## config.mk

```make
export PLATFORM = sky130hd
export DESIGN_NAME = skew_aligner
export DESIGN_NICKNAME = d
export VERILOG_FILES = /design/src/rtl/skew_aligner.sv
export SDC_FILE = /design/constraint.sdc
export NUM_CORES = 1
export LEC_CHECK = 0
export BUFFER_PORTS_ARGS = -buffer_cell sky130_fd_sc_hd__buf_2
export CAP_MARGIN = 20
export CORE_MARGIN = 2
export CORE_UTILIZATION = 46
export CTS_CLUSTER_DIAMETER = 80
export DETAILED_ROUTE_END_ITERATION = 10
export PLACE_DENSITY = 0.68
export SYNTH_ARGS = -nofsm -noshare
export SYNTH_HDL_FRONTEND = slang
export SYNTH_SLANG_ARGS = --single-unit
export TNS_END_PERCENT = 50
```

## constraint.sdc

```tcl
create_clock -name clk -period 4.6 [get_ports clk]
set_input_delay 0.46 -clock clk [delete_from_list [all_inputs] [get_ports clk]]
set_output_delay 0.46 -clock clk [all_outputs]
set_load 0.005 [all_outputs]
```

## src/rtl/skew_aligner.sv

```systemverilog
// Multi-channel skew aligner: each channel is delayed by its own programmable
// number of accepted beats, with warm-up suppression and config load/flush.
module skew_aligner #(
  parameter int unsigned DATA_W  = 13,
  parameter int unsigned N_CH    = 3,
  parameter int unsigned MAX_DLY = 4,
  localparam int unsigned DLY_W  = $clog2(MAX_DLY + 1),
  parameter logic [N_CH*DLY_W-1:0] DEF_DLY = '0
) (
  input  logic                   clk,
  input  logic                   reset,
  input  logic                   in_valid,
  input  logic [N_CH*DATA_W-1:0] in_data,
  input  logic                   cfg_load,
  input  logic [N_CH*DLY_W-1:0]  dly_cfg,
  output logic                   out_valid,
  output logic [N_CH*DATA_W-1:0] out_data,
  output logic                   filling,
  output logic                   cfg_err
);

  localparam int unsigned DW = N_CH * DLY_W;
  localparam int unsigned BW = N_CH * DATA_W;
  localparam int unsigned LW = MAX_DLY * DATA_W;

  typedef enum logic {FILL, RUN} state_t;

  function automatic logic [DLY_W-1:0] max_dly(input logic [DW-1:0] v);
    logic [DLY_W-1:0] m;
    m = '0;
    for (int c = 0; c < int'(N_CH); c++) begin
      if (v[c*DLY_W +: DLY_W] > m) m = v[c*DLY_W +: DLY_W];
    end
    return m;
  endfunction

  localparam logic [DLY_W-1:0] DEF_MAX = max_dly(DEF_DLY);

  state_t            state_q, state_d, eff;
  logic [DLY_W-1:0]  fill_cnt, cnt_d;
  logic [DW-1:0]     dly_q, dly_d;
  logic              err_d;
  logic              emit;
  logic [BW-1:0]     tap;
  // Per channel: entry 0 (lowest DATA_W bits) is the most recently accepted beat.
  logic [LW-1:0]     line [N_CH];

  // Next state, config update and output tap selection.
  always_comb begin
    logic [DLY_W-1:0] f;
    logic [DLY_W-1:0] sel;
    f       = '0;
    sel     = '0;
    dly_d   = dly_q;
    err_d   = cfg_err;
    cnt_d   = fill_cnt;
    eff     = state_q;
    state_d = state_q;
    emit    = 1'b0;
    tap     = '0;

    if (cfg_load) begin
      err_d = 1'b0;
      for (int c = 0; c < int'(N_CH); c++) begin
        f = dly_cfg[c*DLY_W +: DLY_W];
        if (f > DLY_W'(MAX_DLY)) begin
          f     = DLY_W'(MAX_DLY);
          err_d = 1'b1;
        end
        dly_d[c*DLY_W +: DLY_W] = f;
      end
      cnt_d   = '0;
      eff     = (max_dly(dly_d) == '0) ? RUN : FILL;
      state_d = eff;
    end

    case (eff)
      FILL: begin
        if (in_valid) begin
          cnt_d = cnt_d + DLY_W'(1);
          if (cnt_d == max_dly(dly_d)) state_d = RUN;
        end
      end
      RUN:     emit = in_valid;
      default: state_d = FILL;
    endcase

    // A flushed line reads as zero; delay 0 passes the current beat.
    for (int c = 0; c < int'(N_CH); c++) begin
      sel = dly_d[c*DLY_W +: DLY_W];
      if (sel == '0) begin
        tap[c*DATA_W +: DATA_W] = in_data[c*DATA_W +: DATA_W];
      end else begin
        for (int i = 0; i < int'(MAX_DLY); i++) begin
          if (!cfg_load && sel == DLY_W'(i + 1))
            tap[c*DATA_W +: DATA_W] = line[c][i*DATA_W +: DATA_W];
        end
      end
    end
  end

  always_ff @(posedge clk) begin
    if (reset) state_q <= (DEF_MAX == '0) ? RUN : FILL;
    else       state_q <= state_d;
  end

  // Delay lines, configuration and registered outputs.
  always_ff @(posedge clk) begin
    if (reset) begin
      for (int c = 0; c < int'(N_CH); c++) line[c] <= '0;
      dly_q     <= DEF_DLY;
      fill_cnt  <= '0;
      cfg_err   <= 1'b0;
      out_valid <= 1'b0;
      out_data  <= '0;
      filling   <= (DEF_MAX != '0);
    end else begin
      for (int c = 0; c < int'(N_CH); c++) begin
        if (in_valid)
          line[c] <= cfg_load ? LW'(in_data[c*DATA_W +: DATA_W])
                              : LW'({line[c], in_data[c*DATA_W +: DATA_W]});
        else if (cfg_load)
          line[c] <= '0;
      end
      dly_q     <= dly_d;
      fill_cnt  <= cnt_d;
      cfg_err   <= err_d;
      out_valid <= emit;
      if (emit) out_data <= tap;
      filling   <= (state_d == FILL);
    end
  end

endmodule

```

---- Yosys cells after proc, flatten, opt, wreduce, memory -nomap -nowiden ----
Memories as Yosys holds them, arrays and structs flattened.
Index checks and enable logic that the tools add are counted.
operators by class
  add/sub/neg operators ................... 1
  multipliers ............................. 0
  div/mod/pow operators ................... 0
  magnitude comparators ................... 9
  eq/ne operators ......................... 13
  shift operators ......................... 0
  mux-type cells .......................... 67
  bitwise operators ....................... 7
  reductions and logical operators ........ 17
operators by type and width
  kind                                                           number
  2-to-1 mux 52 bit                                              9
  2-to-1 mux 13 bit                                              15
  2-to-1 mux 3 bit                                               24
  == test 3 x 2 -> 1 bit, second input constant                  6
  2-to-1 mux 1 bit                                               18
  greater-than comparator 3 bit                                  4
  logical AND 1 bit                                              12
  zero test 3 bit                                                4
  == test 3 x 1 -> 1 bit, second input constant                  3
  == test 3 bit, second input constant                           3
  greater-than comparator 3 bit, second input constant           3
  2-to-1 mux 9 bit                                               1
  greater-than comparator 3 x 1 -> 1 bit, second input constant  2
  bitwise OR 1 bit                                               6
  adder 3 x 1 -> 3 bit, second input constant                    1
  == test 3 bit                                                  1
  zero test 1 bit                                                1
  inverter 1 bit                                                 1
word-level totals
  flip-flop bits (word level) ............. 55
  bits in latches ......................... 0
  bits in writable memories ............... 156
  memory bits (read-only) ................. 0
  input port bits ......................... 52
  logic and storage cells ................. 122
  memories ................................ 1
memories
  memory  depth  bits a word  rd ports  clocked after memory_dff  wr ports  line  RTL
  line    3      52           3         0                         3         46    logic [LW-1:0] line [N_CH];

---- Depth between registers and ports, before layout ----
  depth after elaboration ................. 29
  mapped depth ............................ 16
  gate-level depth less buffers ........... 14

---- Worst setup path after synthesis ----
No wires, ideal clock.
  path kind ............................... input -> register
  start ................................... input cfg_load
  end ..................................... memory line[0][0] (netlist bit) (enable)
  setup time .............................. 0.457 ns
  data arrival time ....................... 3.178 ns
  required time ........................... 4.143 ns
  slack ................................... 0.965 ns
  stages .................................. 6
  buffers on the path ..................... 3
  path through ............................ buf_4 or2_2 clkbuf_1 nor2_1 clkbuf_1 inv_1
RTL lines
  element             line  RTL
  start: declaration  14    input logic cfg_load,
  end: declaration    46

---- Worst setup path in the final report ----
  start ................................... register dly_q[4]
  end ..................................... register state_q
between the ends
  longest elaborated chain between the ends .. 13
RTL lines
  element                        line  RTL
  start: declaration             41    logic [DW-1:0] dly_q, dly_d;
  start signal: assignment       125   dly_q <= dly_d;
  2-to-1 mux 9 bit (*)           62    if (cfg_load) begin
  net dly_d[4]                   41
  greater-than comparator 3 bit  32    if (v[c*DLY_W +: DLY_W] > m) m = v[c*DLY_W +: DLY_W];
  2-to-1 mux 3 bit (*)           32
  2-to-1 mux 3 bit (*)           79    if (in_valid) begin
  2-to-1 mux 3 bit (*)           77    case (eff)
  greater-than comparator 3 bit  32
  2-to-1 mux 3 bit (*)           32
  2-to-1 mux 3 bit (*)           79
  2-to-1 mux 3 bit (*)           77
  == test 3 bit (*)              81    if (cnt_d == max_dly(dly_d)) state_d = RUN;
  2-to-1 mux 1 bit (*)           81
  2-to-1 mux 1 bit (*)           79
  2-to-1 mux 1 bit (*)           77
  end signal: assignment         103   if (reset) state_q <= (DEF_MAX == '0) ? RUN : FILL;
  end signal: assignment         104   else state_q <= state_d;
  end: declaration               39    state_t state_q, state_d, eff;
Mark *: on every way through the listed nets, which the timed path passes. The rest lies on a longest branch. The select of a mux whose other input is x is not followed.
A chain may end at the register's enable or synchronous reset.

==> impl_metrics.py <==
metrics = {
    "outcome": {
        "outcome": "finished, final reports clean",
    },
    "sta": {
        "slew_headroom_pct": 31.43,
        "fin_crit_sh_pct": 78.15,
        "setup_viol": 0,
        "hold_viol_final": 0,
        "slew_violations": 0,
        "max_freq_ghz": 0.2782,
        "worst_slew_pin_slew_ns": 1.025,
        "finalSetupTns_ns": 0,
        "period_needed_ns": 3.595,
        "finClkSkew_ns": 0.02121,
        "rsz0062_at_grt": "false",
    },
    "critical_path": {
        "rr_endpoint": "state_q",
        "reg2regPathDepth": 14,
        "critPathMaxFanout": 19,
        "cpMaxStageDelayCell": "a311o_1",
        "crit_chain": "buf_4, mux2i_1, inv_1, ha_1, nand3b_1, a32oi_1, mux2i_1, ha_1, nor2b_1, o21ai_0, a32oi_1, mux2i_1, a21oi_1, a311o_1",
        "cpMostUsedCell": "mux2i_1",
        "timing.rr.start": "dly_q[4]",
        "critPathLaunchType": "flop",
        "r2r_setup_slack_ns": 1.01,
        "critical_path.top_delay_family": "compound AO/OA/AOI/OAI gates",
        "cp.required_ns": 4.98,
        "critPathLaunch": "dly_q[4]",
        "crit_buf_inv": 2,
        "path_class": "reg2reg",
        "endpoint_kind": "flop",
        "critPathMaxStageDelay_ns": 0.38,
        "cp.arrival_ns": 3.98,
    },
    "route": {
        "first_pass_iters": 5,
        "drt-wirelength-per-cell_um": 18.72,
        "routed_wl_um": 23020,
        "drt_iter0_drc": 543,
        "ant_nets": 0,
        "top_layer": "met4",
        "viasPerCell": 5.725,
        "wl_met3_um": 1444,
        "wl_met2_um": 10520,
        "drcViolationCount": 0,
        "drt-met1-wl_um": 10690,
        "via_count": 7042,
    },
    "clock_network": {
        "post_cts_buffers": 0,
        "cts_tree": "done",
        "clock_latency_ns": 0.51,
        "cts_buffer_depth": 3,
        "clk_pin_slew_ns": 0.06,
        "cts_hold_buf": 0,
        "clock_sinks": 211,
        "cts_max_level": 1,
        "cts_inserted_buffers": 23,
        "cts_root_buf": "clkbuf_16",
        "cts_resized": 0,
    },
    "finish": {
        "final_nets": 1009,
        "drive_gt1_share_pct": 18.23,
        "area_delta_synth_final_pct": 14.81,
        "finalNonFillerCells": 1230,
        "final_core_util_pct": 54.05,
        "diodes": 0,
    },
    "power_and_ir_drop": {
        "p_leak_nw": 4.644,
        "power-per-cell-area_nw_per_um2": 398.3,
        "clockPowerShare_pct": 39.8,
        "p_seq_share_pct": 48.7,
        "vdd.ir_drop.worst_mv": 0.2549,
        "p_sw_share_pct": 25.01,
        "switchingPower_mw": 1.093,
        "power_frac_comb_pct": 11.5,
        "intPower_mw": 3.277,
        "power.total_mw": 4.370,
    },
    "place": {
        "port_buffers": 93,
        "place_hpwl_um": 14300,
        "dp_cells": 1189,
        "place.gp.congestion": 0.7774,
    },
    "global_route": {
        "grt_pass1_wl_um": 36300,
        "grt-ovfl-total": 0,
        "grt_max_degree": 71,
        "antenna_found_initial": 0,
        "grt_pass1_vias": 6807,
        "grt_usage_pct": 20.53,
    },
    "die": {
        "die_area_um2": 21940,
        "rows": 52,
        "core_um2": 20300,
        "die_h_um": 148.1,
        "io_pins": 94,
        "initial_core_util_pct": 47.08,
        "fp.dieW_um": 148.1,
    },
    "synthesis": {
        "ys_warn_count": 0,
        "syn_inst": 875,
        "netlist_area_um2": 9557,
        "synth-main-ff-cell": "dfxtp_1",
        "ys_seq_area_share_pct": 55.09,
        "avgSynthCellArea_um2": 10.92,
        "async_reset_ff_share_pct": 0,
        "syn_nets": 940,
        "synth.distinct_cells": 57,
        "synthMostInstantiatedCell": "dfxtp_1",
        "synth_top_area_share_pct": 32.68,
        "synth_area_leaders": "edfxtp_1 (33%), dfxtp_1 (22%), mux2i_1 (6.6%), and2_1 (5.0%), a22oi_1 (3.1%)",
        "synth_top_cell_by_area": "edfxtp_1",
        "synth_commonest_cells": "dfxtp_1 (107), edfxtp_1 (104), and2_1 (77)",
        "synth-edff-count": 104,
        "ys_seq_elements": 211,
    },
    "min_path": {
        "hp-class": "in2reg",
        "hold_path_depth": 2,
        "hold_start": "in_data[31]",
        "hold_path_end": "line[2][5]",
    },
    "flow_run": {
        "max_cap_viol_count": 0,
    },
}
cell families (layout without fill, tap and decap cells):
family	Yosys count	count (layout)	share of synthesized area, %
AND/OR/NAND/NOR	241	241	13.16
AO/OA/AOI/OAI	236	236	17.26
flip-flops	211	211	55.09
buffers and inverters	93	178	4.163
multiplexers	76	76	8.170
adder cells (fa/ha/maj)	13	13	1.702
XOR/XNOR	5	5	0.4583
power by group through the flow:
stage / logic, mW / registers (mW) / clock network (mW)
6_report: 0.504 / 2.13 / 1.74
5_1_grt: 0.555 / 2.14 / 1.83
4_1_cts: 0.506 / 2.13 / 1.77
3_5_place_dp: 0.504 / 2.16 / 0
3_3_place_gp: 0.496 / 2.17 / 0
2_1_floorplan: 0.328 / 2.15 / 0
flip-flops by register name, summed over array words and instances, names as in the netlist:
name / count
cfg_err: 1
dly_q: 9
fill_cnt: 3
filling: 1
line: 156
out_data: 39
out_valid: 1
state_q: 1
layout by cell type, fill, tap and decap left out, drive strengths merged, types with 4 or more instances in the layout:
cell / instances
nand3: 6
o22ai: 12
nor2b: 9
edfxtp: 104
nand2: 38
o21ai: 50
ha: 13
nor2: 62
inv: 24
mux2i: 63
and2: 77
o221ai: 13
mux2: 13
and3: 27
dfxtp: 107
a221o: 10
a21oi: 37
clkinv: 4
clkbuf: 34
a22oi: 40
o211ai: 31
a22o: 23
nor3: 7
buf: 115
metal layers:
metal	up-vias	GRT usage (%)
li1	3388	-
met1	3420	29.87
met2	205	32.75
met3	29	2.945
met4	0	4.619
met5	-	0
final cells by class:
cell class / count / area [um2]
repair buffers: 115 / 643.1
inverters: 22 / 85.08
clock buffers: 34 / 668.1
flip-flops and latches: 211 / 5265
multi-input cells: 571 / 3929
well taps: 270 / 337.8
clock inverters: 7 / 43.79
fillers: 1806 / 9328
worst reg2reg max path, cell delays in order, from the launching register on:
cell and delay (ns):
dfxtp_1 0.29, buf_4 0.21, mux2i_1 0.34, inv_1 0.18, ha_1 0.33, nand3b_1 0.09, a32oi_1 0.27, mux2i_1 0.32
ha_1 0.17, nor2b_1 0.13, o21ai_0 0.09, a32oi_1 0.35, mux2i_1 0.23, a21oi_1 0.10, a311o_1 0.38
stage by stage:
step           worst slack [ns]  instance area [um2]  hold WS [ns]
6_report                  1.005                10970        0.1680
3_3_place_gp             0.6841                10260        0.4466
2_1_floorplan            0.9653                 9557        0.4512
4_1_cts                   1.023                10970        0.1517
5_1_grt                  0.7293                10970        0.1582
3_5_place_dp             0.5116                10260        0.4469
worst max-delay path by stage:
| stage | cells after the start | to |
|---|---|---|
| 3_5_place_dp | 14 | out_data[26] |
| 4_1_cts | 14 | state_q |
| 3_3_place_gp | 14 | out_data[33] |
| 2_1_floorplan | 6 | line[0][0] |
| 6_report | 14 | state_q |
| 5_1_grt | 14 | out_data[26] |
No activity file was read; power rests on OpenSTA's default activity.
